==> config.mk <==
export PLATFORM = sky130hd
export DESIGN_NAME = chroma_upsample_stream
export DESIGN_NICKNAME = d
export VERILOG_FILES = /design/src/rtl/chroma_upsample_stream.sv
export SDC_FILE = /design/constraint.sdc
export NUM_CORES = 1
export LEC_CHECK = 0
export CAP_MARGIN = 0
export CORE_MARGIN = 5
export CORE_UTILIZATION = 53
export DETAILED_ROUTE_END_ITERATION = 7
export PLACE_DENSITY = 0.84
export SLEW_MARGIN = 20
export SYNTH_ARGS = -nofsm -noshare
export SYNTH_HDL_FRONTEND = slang
export SYNTH_SLANG_ARGS = --single-unit
==> constraint.sdc <==
create_clock -name clk -period 49.4 [get_ports clk]
set_input_delay 7.41 -clock clk [delete_from_list [all_inputs] [get_ports clk]]
set_output_delay 7.41 -clock clk [all_outputs]
set_load 0.01 [all_outputs]
==> src/rtl/chroma_upsample_stream.sv <==
// Chroma upsampler: accepts one subsampled block per handshake, rebuilds a full 8x8 block
// by sample replication (4:4:4 / 4:2:2 / 4:2:0) and streams it out one row per cycle.
module chroma_upsample_stream #(
   parameter int DW = 8,
   parameter int CH = 3,
   localparam int CW = $clog2(CH + 1)
) (
   input  logic                            clk,
   input  logic                            rst,
   input  logic                            valid_in,
   output logic                            ready_in,
   input  logic [CW-1:0]                   ch_in,
   input  logic [1:0]                      mode_in,
   input  logic signed [7:0][7:0][DW-1:0]  block_in,
   output logic                            valid_out,
   input  logic                            ready_out,
   output logic signed [7:0][DW-1:0]       row_out,
   output logic [2:0]                      row_idx_out,
   output logic [CW-1:0]                   ch_out,
   output logic                            last_out,
   output logic                            err_out
);

   typedef enum logic {IDLE, STREAM} state_t;

   localparam logic [CW-1:0] CH_LIMIT = CW'(CH);

   state_t                  state;
   state_t                  state_next;
   logic [7:0][7:0][DW-1:0] buffer;
   logic [CW-1:0]           ch_q;
   logic [1:0]              mode_q;
   logic [2:0]              r;
   logic                    err_q;
   logic                    accept;
   logic                    illegal;
   logic                    take;

   // An illegal block still completes its handshake but never enters the buffer.
   assign illegal  = (ch_in >= CH_LIMIT) || (mode_in == 2'b11 && ch_in != '0);
   assign ready_in = (state == IDLE) || (state == STREAM && r == 3'd7 && ready_out);
   assign accept   = valid_in && ready_in;
   assign take     = accept && !illegal;

   always_comb begin
      state_next = state;
      case (state)
         IDLE:    if (take) state_next = STREAM;
         STREAM:  if (ready_out && r == 3'd7) state_next = take ? STREAM : IDLE;
         default: state_next = IDLE;
      endcase
   end

   always_ff @(posedge clk or posedge rst) begin
      if (rst) begin
         state  <= IDLE;
         buffer <= '0;
         ch_q   <= '0;
         mode_q <= 2'b00;
         r      <= 3'd0;
         err_q  <= 1'b0;
      end else begin
         state <= state_next;
         err_q <= accept && illegal;
         if (take) begin
            buffer <= block_in;
            ch_q   <= ch_in;
            mode_q <= (ch_in == '0) ? 2'b00 : mode_in;
            r      <= 3'd0;
         end else if (state == STREAM && ready_out) begin
            r <= r + 3'd1;
         end
      end
   end

   // Replication only: every output sample is a bit-exact copy of one buffered sample.
   always_comb begin
      valid_out   = (state == STREAM);
      row_out     = '0;
      row_idx_out = 3'd0;
      ch_out      = '0;
      last_out    = 1'b0;
      if (state == STREAM) begin
         row_idx_out = r;
         ch_out      = ch_q;
         last_out    = (r == 3'd7);
         for (int c = 0; c < 8; c++) begin
            case (mode_q)
               2'b01:   row_out[c] = buffer[r][c >> 1];
               2'b10:   row_out[c] = buffer[r >> 1][c >> 1];
               default: row_out[c] = buffer[r][c];
            endcase
         end
      end
   end

   assign err_out = err_q;

endmodule

==> results of run 1 <==
power groups by stage:
stage          registers, mW  logic (mW)  clock network (mW)
4_1_cts                0.759        1.12               0.421
3_5_place_dp           0.763        1.11                   0
2_1_floorplan          0.711       0.697                   0
6_report               0.763        1.13               0.419
5_1_grt                0.786        1.21               0.440
3_3_place_gp           0.746        1.09                   0
how the worst max path moves through the flow:
stage	start	to	slack [ps]	cells past startpoint
6_report	ready_out	ready_in	33260	3
3_5_place_dp	ready_out	ready_in	33270	3
5_1_grt	ready_out	ready_in	33210	3
3_3_place_gp	ready_out	ready_in	33270	3
2_1_floorplan	rst	buffer[0]	27440	1
4_1_cts	ready_out	ready_in	33260	3
critical path: stages:
cell and delay [ps]:
clkdlybuf4s50_1 530, a21bo_2 230, clkdlybuf4s50_1 560
sequential cells by signal, summed over array words and instances (netlist names):
| name | flops |
|---|---|
| buffer | 512 |
| r | 3 |
| ch_q | 2 |
| mode_q | 2 |
| err_out | 1 |
| valid_out | 1 |
layer usage:
metal,wire (um),global-route usage,vias to the layer above
li1,-,-,10060
met1,33500,0.425,10975
met2,41600,0.524,1167
met3,7830,0.0795,257
met4,4500,0.160,16
met5,115,0,-
through the flow:
| step | utilization | instances | hold slack, ps | instance area (um2) |
|---|---|---|---|---|
| floorplan | - | 2802 | 437 | 25400 |
| global placement | 0.659 | 3847 | 452 | 31300 |
| detailed placement | 0.659 | 3847 | 457 | 31300 |
| CTS | 0.697 | 3946 | 473 | 33100 |
| global route | 0.699 | 3967 | 492 | 33200 |
| finish | 0.699 | 3969 | 470 | 33300 |
logic make-up after synthesis:
| group | Yosys count | synth area share |
|---|---|---|
| AO/OA/AOI/OAI | 140 | 0.0389 |
| XOR/XNOR | 1 | 0.000345 |
| adder cells (fa/ha/maj) | 4 | 0.00197 |
| buffers and inverters | 191 | 0.0401 |
| flip-flops | 521 | 0.514 |
| multiplexers | 228 | 0.143 |
| AND/OR/NAND/NOR | 1717 | 0.262 |
placed cells by master, fill, tap and decap left out, drive strengths merged:
| cell type | Yosys | final |
|---|---|---|
| nand2 | 1597 | 1597 |
| clkdlybuf4s50 | 0 | 592 |
| xor2 | 1 | 1 |
| and2 | 16 | 16 |
| clkinvlp | 0 | 4 |
| nand2b | 21 | 21 |
| bufinv | 0 | 3 |
| mux2 | 16 | 16 |
| inv | 5 | 6 |
| nand3 | 51 | 51 |
| mux4 | 104 | 104 |
| nor3 | 1 | 1 |
| diode | 0 | 21 |
| nand4 | 2 | 2 |
| dfrtp | 521 | 521 |
| o211a | 1 | 1 |
| o211ai | 1 | 1 |
| buf | 132 | 26 |
| o21a | 1 | 1 |
| nor2 | 18 | 18 |
| a21oi | 44 | 44 |
| clkinv | 0 | 10 |
| o21ai | 12 | 12 |
| mux2i | 108 | 108 |
| a32oi | 17 | 17 |
| nor2b | 10 | 10 |
| a21bo | 1 | 1 |
| a211oi | 1 | 1 |
| a22oi | 62 | 62 |
| clkbuf | 54 | 81 |
| and2b | 1 | 1 |
| ha | 4 | 4 |
area by class of cell:
class | instances | area [um2] | share of cell area
repair buffers | 618 | 6200 | 0.186
clock inverters | 18 | 179 | 0.00538
diodes | 21 | 52.6 | 0.00158
inverters | 5 | 26.3 | 0.000790
clock buffers | 81 | 1630 | 0.0491
multi-input cells | 2090 | 11300 | 0.341
flip-flops and latches | 521 | 13000 | 0.392
well taps | 615 | 769 | 0.0231
==> impl_results.md, run 1 <==
- Wire length per cell: 22.0 um
- H-tree Lvls: 2
- Clk buf depth: 3
- Top cells by area, synth: dfrtp_1 (51%), nand2_1 (24%), mux4_2 (8.7%)
- WS Path Type: in -> out
- RSZ-0062 raised after global routing: false
- Die Wd: roughly 230 um
- Required time of the critical path: around 42000 ps
- Final worst slack: about 33000 ps
- Leakage: about 16 nW
- CTS clk-pin slew, worst paths: 60 ps
- DR vias/cell: 5.66
- Area leader, netlist: dfrtp_1
- Hpwl dp: about 61000 um
- CP Capture Type: output pin
- Final Hold Viols: 0
- Mapped cell area: 25400 um2
- Hold endpoint: buffer[432]
- Global route overflow: 0
- Drt pass-1 iters: 6
- Vias in the first global route: 23.4k
- Max-cap violations: 0
- Relative slew slack: 0.241
- Largest net degree at the start of global routing: between 200 and 300
- Post-synth ARST share: 1.00
- Startpoint Class: primary input
- Avg Inst Size Synth: 9.05 um2
- Initial antenna violation count: 29
- Max Freq: between 0.06 and 0.07 GHz
- Initial Util: 0.534
- Core outline area: 47500 um2
- Power Density: 69.6 nW/um2
- Flop pwr share: 0.330
- CP max FO: 5
- Final setup viols: 0
- R2R cell count: 10
- Setup TNS: 0 ps
- Internal: 1.37 mW
- Final #Nets: 3814
- Post-route ant nets: 0
- Post-synthesis sequential area ratio: 0.514
- Synth warn: 0
- Combinational share of power: 0.489
- Syn Inst Count: 2802
- R2R Setup Slk: roughly 44000 ps
- Post-CTS sizing: 0
- DRT iter0 DRCs: 2714
- Hold WC Path Type: reg -> reg
- Worst-margin pin slew: 1140 ps
- Number of synthesized flops with an enable pin: 0
- Clock skew: 12.3 ps
- Placement Setup Slack: 33270 ps
- Net switching fraction of the power: 0.406
- WP data arrival: around 8700 ps
- Critical R2R Launch: r[0]
- Layout cells sized above 1: 0.0753
- DIE AREA: 52300 um2
- Gr usage total: 0.328
- Peak VDD IR: 0.0494 mV
- Yosys reg bits: 521
- CTS Buf Count: between 50 and 60
- RD Place Congestion: slightly above 0.9
- Die Span Y: around 230 um
- CTS sink cnt: 521
- Fill cells: 3398
- Hold Crit Start: buffer[432]
- Worst skew pair latency: 600 ps
- Post-Synthesis Net Count: 3326
- Synth top cells by count: nand2_1 (1597), dfrtp_1 (521), mux2i_1 (108), mux4_2 (98), buf_2 (77)
- Dominant synthesized flop cell: dfrtp_1
- Post-synth cell types: 38
- I/O Pins: 593
- Net Switching: 0.939 mW
- Pins Over Slew Limit: 0
- Status: finished, final reports clean
- First-pass GRT wire length: between 100000 and 150000 um
- Final period util: 0.327
- FP Rows: 80
- Total power: 2.31 mW
- DRT Wirelength: approximately 88000 um
- DRC: 0
- R2R Path End: buffer[331]
- P&R area growth vs syn: 31.1%
- Tmin final: 16140 ps
- Most common cell in the synthesized netlist: nand2_1
- CTS tree: yes
- Clock share of power: 0.181
- Post-CTS setup buffers: 0
- Hold Path Cell Cnt: 2
- Post-synth top area share: 0.514
- Buffers added on ports: about 590
- Via count: 22.5k
- Root buf cell: clkbuf_16
- Hold_buf cts: 0
(Power assumes the default switching activity.)
==> run 2: changes to the inputs <==
--- a/config.mk
+++ b/config.mk
@@ -6,10 +6,11 @@
 export NUM_CORES = 1
 export LEC_CHECK = 0
 export CAP_MARGIN = 0
+export CORE_ASPECT_RATIO = 2
 export CORE_MARGIN = 5
-export CORE_UTILIZATION = 53
+export CORE_UTILIZATION = 46
 export DETAILED_ROUTE_END_ITERATION = 7
-export PLACE_DENSITY = 0.84
+export PLACE_DENSITY = 0.77
 export SLEW_MARGIN = 20
 export SYNTH_ARGS = -nofsm -noshare
 export SYNTH_HDL_FRONTEND = slang
==> constraint.sdc (replaced) <==
create_clock -name clk -period 14.6 [get_ports clk]
set_input_delay 2.19 -clock clk [delete_from_list [all_inputs] [get_ports clk]]
set_output_delay 2.19 -clock clk [all_outputs]
set_load 0.01 [all_outputs]
==> run 2 against run 1 <==
- combinational power grew to 3.3 times the previous value
- utilization shrank 9.1 points
- count of clock-buffer cells in the layout shrank 11
- setup slack lost 26000 ps
- register-to-register slack lost 35000 ps
- critical path depth grew 4
- non-clock buffer count grew 5
- critical endpoint is now row_out[49]
- largest power group unchanged
==> impl_results.md, run 2 (synthesis results as in run 1) <==
- Status: finished, final reports clean
- Wire length per cell: about 22 um
- Tmin final: 7340 ps
- Largest net degree at the start of global routing: between 150 and 200
- Gr usage total: 0.294
- H-tree Lvls: 2
- Worst path max stage delay: 1040 ps
- Final Hold Viols: 0
- Final worst slack: about 7300 ps
- Buffers added on ports: 592
- Highest metal used: met5
- Final cell count without fillers: 4027
- Required time of the critical path: between 10000 and 15000 ps
- Drt pass-1 iters: 6
- Worst skew pair latency: 580 ps
- Crit-path slowest cell: dfrtp_4
- Most frequent cells in the layout: nand2_1 (1597), clkdlybuf4s50_1 (592), dfrtp_1 (518)
- DR vias/cell: 5.41
- Most common cell after layout, fill and taps aside: nand2_1
- CP bufs+invs: 3
- RD Place Congestion: between 0.9 and 1
- Placed cell count: roughly 4k
- Fin area: 33100 um2
- Startpoint Class: register
- Post-route ant nets: 0
- Hpwl dp: roughly 65000 um
- Pins Over Slew Limit: 0
- Placed cell area: 31500 um2
- WS Path Type: reg -> out
- CP max FO: 68
- Final #Nets: 3812
- Leakage: 15.9 nW
- Top flop regs: buffer x512, r x3
- CTS tree: yes
- Root buf cell: clkbuf_16
- Hold_buf cts: 0
- Post-CTS sizing: 0
- Met3 wire length: 7150 um
- I/O Pins: between 500 and 600
- Final setup viols: 0
- Post-CTS setup buffers: 0
- FP Rows: about 120
- Met2 wire len: 44300 um
- Layout cells sized above 1: 0.0719
- Peak VDD IR: 0.152 mV
- DRT iter0 DRCs: 1943
- DRC: 0
- Max Freq: about 0.14 GHz
- Via count: 21.8k
- Die Span Y: 342 um
- Met1 wire length: 33100 um
- Max FFs per register: 512
- Worst path cell trace: buf_4, buf_4, mux2i_1, a22oi_1, nand3_1, a22oi_1, clkdlybuf4s50_1
- Placement Setup Slack: between 7000 and 8000 ps
- CP Capture Type: output pin
- Core outline area: 54500 um2
- Largest Register: buffer
- Power Density: 232 nW/um2
- CTS clk-pin slew, worst paths: 70 ps
- Initial antenna violation count: 32
- DIE AREA: 60200 um2
- RSZ-0062 raised after global routing: false
- Delay-heaviest family, CP: buffers and inverters
- Initial Util: 0.465
- P&R area growth vs syn: 30.6%
- CTS sink cnt: between 500 and 600
- Final period util: 0.502
- Hold Slack: 470 ps
- DRT Wirelength: approximately 90000 um
- CTS Buf Count: 47
- WP data arrival: approximately 5200 ps
- First-pass GRT wire length: 136000 um
- Global route overflow: 0
- Worst-margin pin slew: 1150 ps
- Clock skew: 19.8 ps
- Clk buf depth: 3
- Vias in the first global route: 22.6k
- Die Wd: approximately 180 um
- Setup TNS: 0 ps
- Hold WC Path Type: reg -> reg
- Relative slew slack: 0.232
- Max-cap violations: 0
==> run 2: changes by cell type in the layout (fill, tap and decap cells not counted), moves of 2 or more <==
cell	before	now
buf_4	21	26
buf_16	2	0
clkinv_2	10	8
diode_2	21	29
clkinvlp_4	4	2
clkbuf_16	55	49
clkbuf_8	16	12
==> run 2: metal layers <==
layer / global-route usage / up-vias
li1: - / 10041
met1: 0.349 / 10575
met2: 0.493 / 975
met3: 0.0626 / 195
met4: 0.171 / 4
met5: 0 / -
==> run 2: tightest hold or removal path: cells and delay by family, from the launching register on <==
family	cells	cell delay [ps]
simple gates	2	100
flops	1	340
==> run 2: metrics by stage <==
stage,total power [mW],utilization
finish,7.70,0.608
global route,8.18,0.608
global placement,6.32,0.577
detailed placement,6.40,0.577
CTS,7.74,0.606
floorplan,4.76,-
==> run 2: worst paths after layout <==
| path | depth (start not counted) | startpoint | slack [ps] | end |
|---|---|---|---|---|
| setup reg to reg | 9 | r[0] | 9380 | buffer[157] |
| hold reg to reg | 2 | buffer[181] | 470 | buffer[181] |
| hold / removal | 2 | buffer[181] | 470 | buffer[181] |
| max in group asynchronous | 5 | rst | 9840 | buffer[298] |
| min in group asynchronous | 2 | rst | 1980 | buffer[465] |
| setup / recovery | 7 | r[1] | 7260 | row_out[49] |
==> run 2: final cells by class <==
| cell class | instances | area [um2] |
|---|---|---|
| clock inverter | 13 | 168 |
| tap | 676 | 846 |
| clock buffer | 70 | 1430 |
| sequential | 521 | 13000 |
| inverter | 5 | 22.5 |
| fill | 4616 | 21400 |
| multi-input combinational | 2090 | 11300 |
| timing repair buffer | 623 | 6210 |
| antenna | 29 | 72.6 |
==> run 2: report_power, final <==
part | switching (mW) | leakage, nW | internal, mW
registers | 0.507 | 6.49 | 2.12
logic | 2.06 | 8.59 | 1.71
clock network | 0.565 | 0.789 | 0.744
total | 3.13 | 15.9 | 4.57
==> run 3: changes to the inputs <==
--- a/config.mk
+++ b/config.mk
@@ -8,9 +8,9 @@
 export CAP_MARGIN = 0
 export CORE_ASPECT_RATIO = 2
 export CORE_MARGIN = 5
-export CORE_UTILIZATION = 46
+export CORE_UTILIZATION = 51
 export DETAILED_ROUTE_END_ITERATION = 7
-export PLACE_DENSITY = 0.77
+export PLACE_DENSITY = 0.81
 export SLEW_MARGIN = 20
 export SYNTH_ARGS = -nofsm -noshare
 export SYNTH_HDL_FRONTEND = slang
==> constraint.sdc (replaced) <==
create_clock -name clk -period 7.1 [get_ports clk]
set_input_delay 1.065 -clock clk [delete_from_list [all_inputs] [get_ports clk]]
set_output_delay 1.065 -clock clk [all_outputs]
set_load 0.01 [all_outputs]
==> run 3 against run 2 <==
- first-iteration DRC count up 6.1%
- total power up 110%
- flip-flop and latch count unchanged
- cell area about the same
- via count up 1.1%
- combinational power up 110%
- clock skew down 5.1 ps
- clock power up 110%
- critical path type unchanged
- critical endpoint is now row_out[38]
==> impl_results.md, run 3 (synthesis results as in run 1) <==
- Status: finished, final reports clean
- Multi-input gate area: 11300 um2
- R2R cell count: 8
- Worst skew pair latency: 590 ps
- Max Freq: roughly 0.19 GHz
- Placement Setup Slack: 2450 ps
- Worst-margin pin slew: around 1100 ps
- Clock skew: 14.7 ps
- DR vias/cell: 5.54
- Largest net degree at the start of global routing: 209
- Clk buf depth: 3
- CTS sink cnt: approximately 520
- Fill cells: 3816
- Via count: 22.0k
- Combinational share of power: 0.489
- CTS Buf Count: 48
- Internal: 9.38 mW
- DIE AREA: 54600 um2
- R2R Setup Slk: 2980 ps
- Crit-path slowest cell: dfrtp_4
- Drt pass-1 iters: 6
- Clock share of power: 0.170
- First-pass GRT wire length: 138000 um
- Final worst slack: between 1500 and 2000 ps
- H-tree Lvls: 2
- RD Place Congestion: around 0.95
- Fin area: 33100 um2
- Pins Over Slew Limit: 0
- CP Capture Type: output pin
- Peak VDD IR: between 0.3 and 0.4 mV
- Worst path max stage delay: 1140 ps
- Die Span Y: 325 um
- Most frequent cells in the layout: nand2_1 (1597), clkdlybuf4s50_1 (592), dfrtp_1 (518)
- Worst path cell trace: buf_4, mux2i_1, a22oi_1, nand3_1, a22oi_1, clkdlybuf4s50_1
- Hpwl dp: 67700 um
- Max FFs per register: 512
- Critical path depth: 6
- Worst setup path end: row_out[38]
- Post-CTS setup buffers: 0
- Largest Register: buffer
- WP data arrival: 4180 ps
- Startpoint Class: register
- Critical Path Most Common Cell: a22oi_1
- Post-route ant nets: 0
- R2R Path End: buffer[28]
- Final #Nets: 3811
- Wire length per cell: approximately 23 um
- Power Density: 481 nW/um2
- Global route overflow: 0
- Flop pwr share: 0.341
- Placed cell area: approximately 31000 um2
- DRT iter0 DRCs: 2062
- Final period util: 0.738
- CP max FO: 73
- Critical R2R Launch: r[1]
- Initial Util: 0.516
- DRC: 0
- Top flop regs: buffer x512, r x3
- Tmin final: 5240 ps
- Delay-heaviest family, CP: flip-flops
- FP Rows: ~120
- Most common cell after layout, fill and taps aside: nand2_1
- Relative slew slack: 0.255
- Layout cells sized above 1: 0.0731
- Post-CTS sizing: 0
- Die Wd: roughly 170 um
- Hold WC Path Type: reg -> reg
- Initial antenna violation count: 11
- Max-cap violations: 0
- Required time of the critical path: 6030 ps
- CTS tree: yes
- Sequential cell area: 13000 um2
- Vias in the first global route: 23.2k
- Net switching fraction of the power: 0.411
- Net Switching: 6.56 mW
- CP startpoint: r[1]
- Leakage: between 15 and 20 nW
- CP bufs+invs: 2
- DRT Wirelength: 91300 um
- Root buf cell: clkbuf_16
- Gr usage total: 0.328
- Hold_buf cts: 0
- P&R area growth vs syn: 30.6%
- WS Path Type: reg -> out
- Final Hold Viols: 0
- RSZ-0062 raised after global routing: false
- I/O Pins: 593
- Final setup viols: 0
- Core outline area: 49200 um2
- Buffers added on ports: 592
- CTS clk-pin slew, worst paths: 70 ps
[run 3: tightest hold or removal path: cells and delay by family (launching register included)]
family,cells,cell delay [ps]
and+or+nand+nor,2,100
DFF,1,340
[run 3: how the worst min path moves through the flow]
stage / start / end / slack [ps] / depth (start not counted)
after global placement: buffer[460] / buffer[460] / 450 / 2
after global routing: buffer[500] / buffer[500] / 480 / 2
after floorplan: ch_q[0] / ch_q[0] / 440 / 2
after detailed placement: buffer[178] / buffer[178] / 460 / 2
final: buffer[97] / buffer[97] / 470 / 2
after CTS: buffer[178] / buffer[178] / 470 / 2
[run 3: area by class of cell]
cell class / count / share of cell area
Timing Repair Buffer: 621 / 0.189
Multi-Input combinational cell: 2090 / 0.343
Tap cell: 643 / 0.0243
Sequential cell: 521 / 0.394
Clock buffer: 62 / 0.0397
Antenna cell: 8 / 0.000604
Clock inverter: 26 / 0.00906
Inverter: 5 / 0.000680
[run 3: power by group through the flow]
stage	registers [mW]	clock network (mW)	logic (mW)
2_1_floorplan	4.95	0	4.85
3_3_place_gp	5.36	0	7.59
3_5_place_dp	5.46	0	7.72
4_1_cts	5.42	2.74	7.79
5_1_grt	5.60	2.86	8.32
6_report	5.44	2.71	7.79
[run 3: metrics by stage]
step | instances | utilization | power [mW] | hold WS [ps] | TNS [ps]
floorplan | 2802 | - | 9.80 | 437 | -543510
global placement | 3879 | 0.639 | 13.0 | 452 | 0
detailed placement | 3879 | 0.640 | 13.2 | 459 | 0
CTS | 3967 | 0.672 | 15.9 | 475 | 0
global route | 3974 | 0.673 | 16.8 | 485 | 0
finish | 3976 | 0.673 | 15.9 | 473 | 0
[run 3: routing by layer]
layer	track usage	wire, um	vias to the layer above
met4	0.197	6450	6
met3	0.0672	6550	252
met5	0	52	-
met2	0.558	45800	1075
li1	-	-	10037
met1	0.379	32500	10665
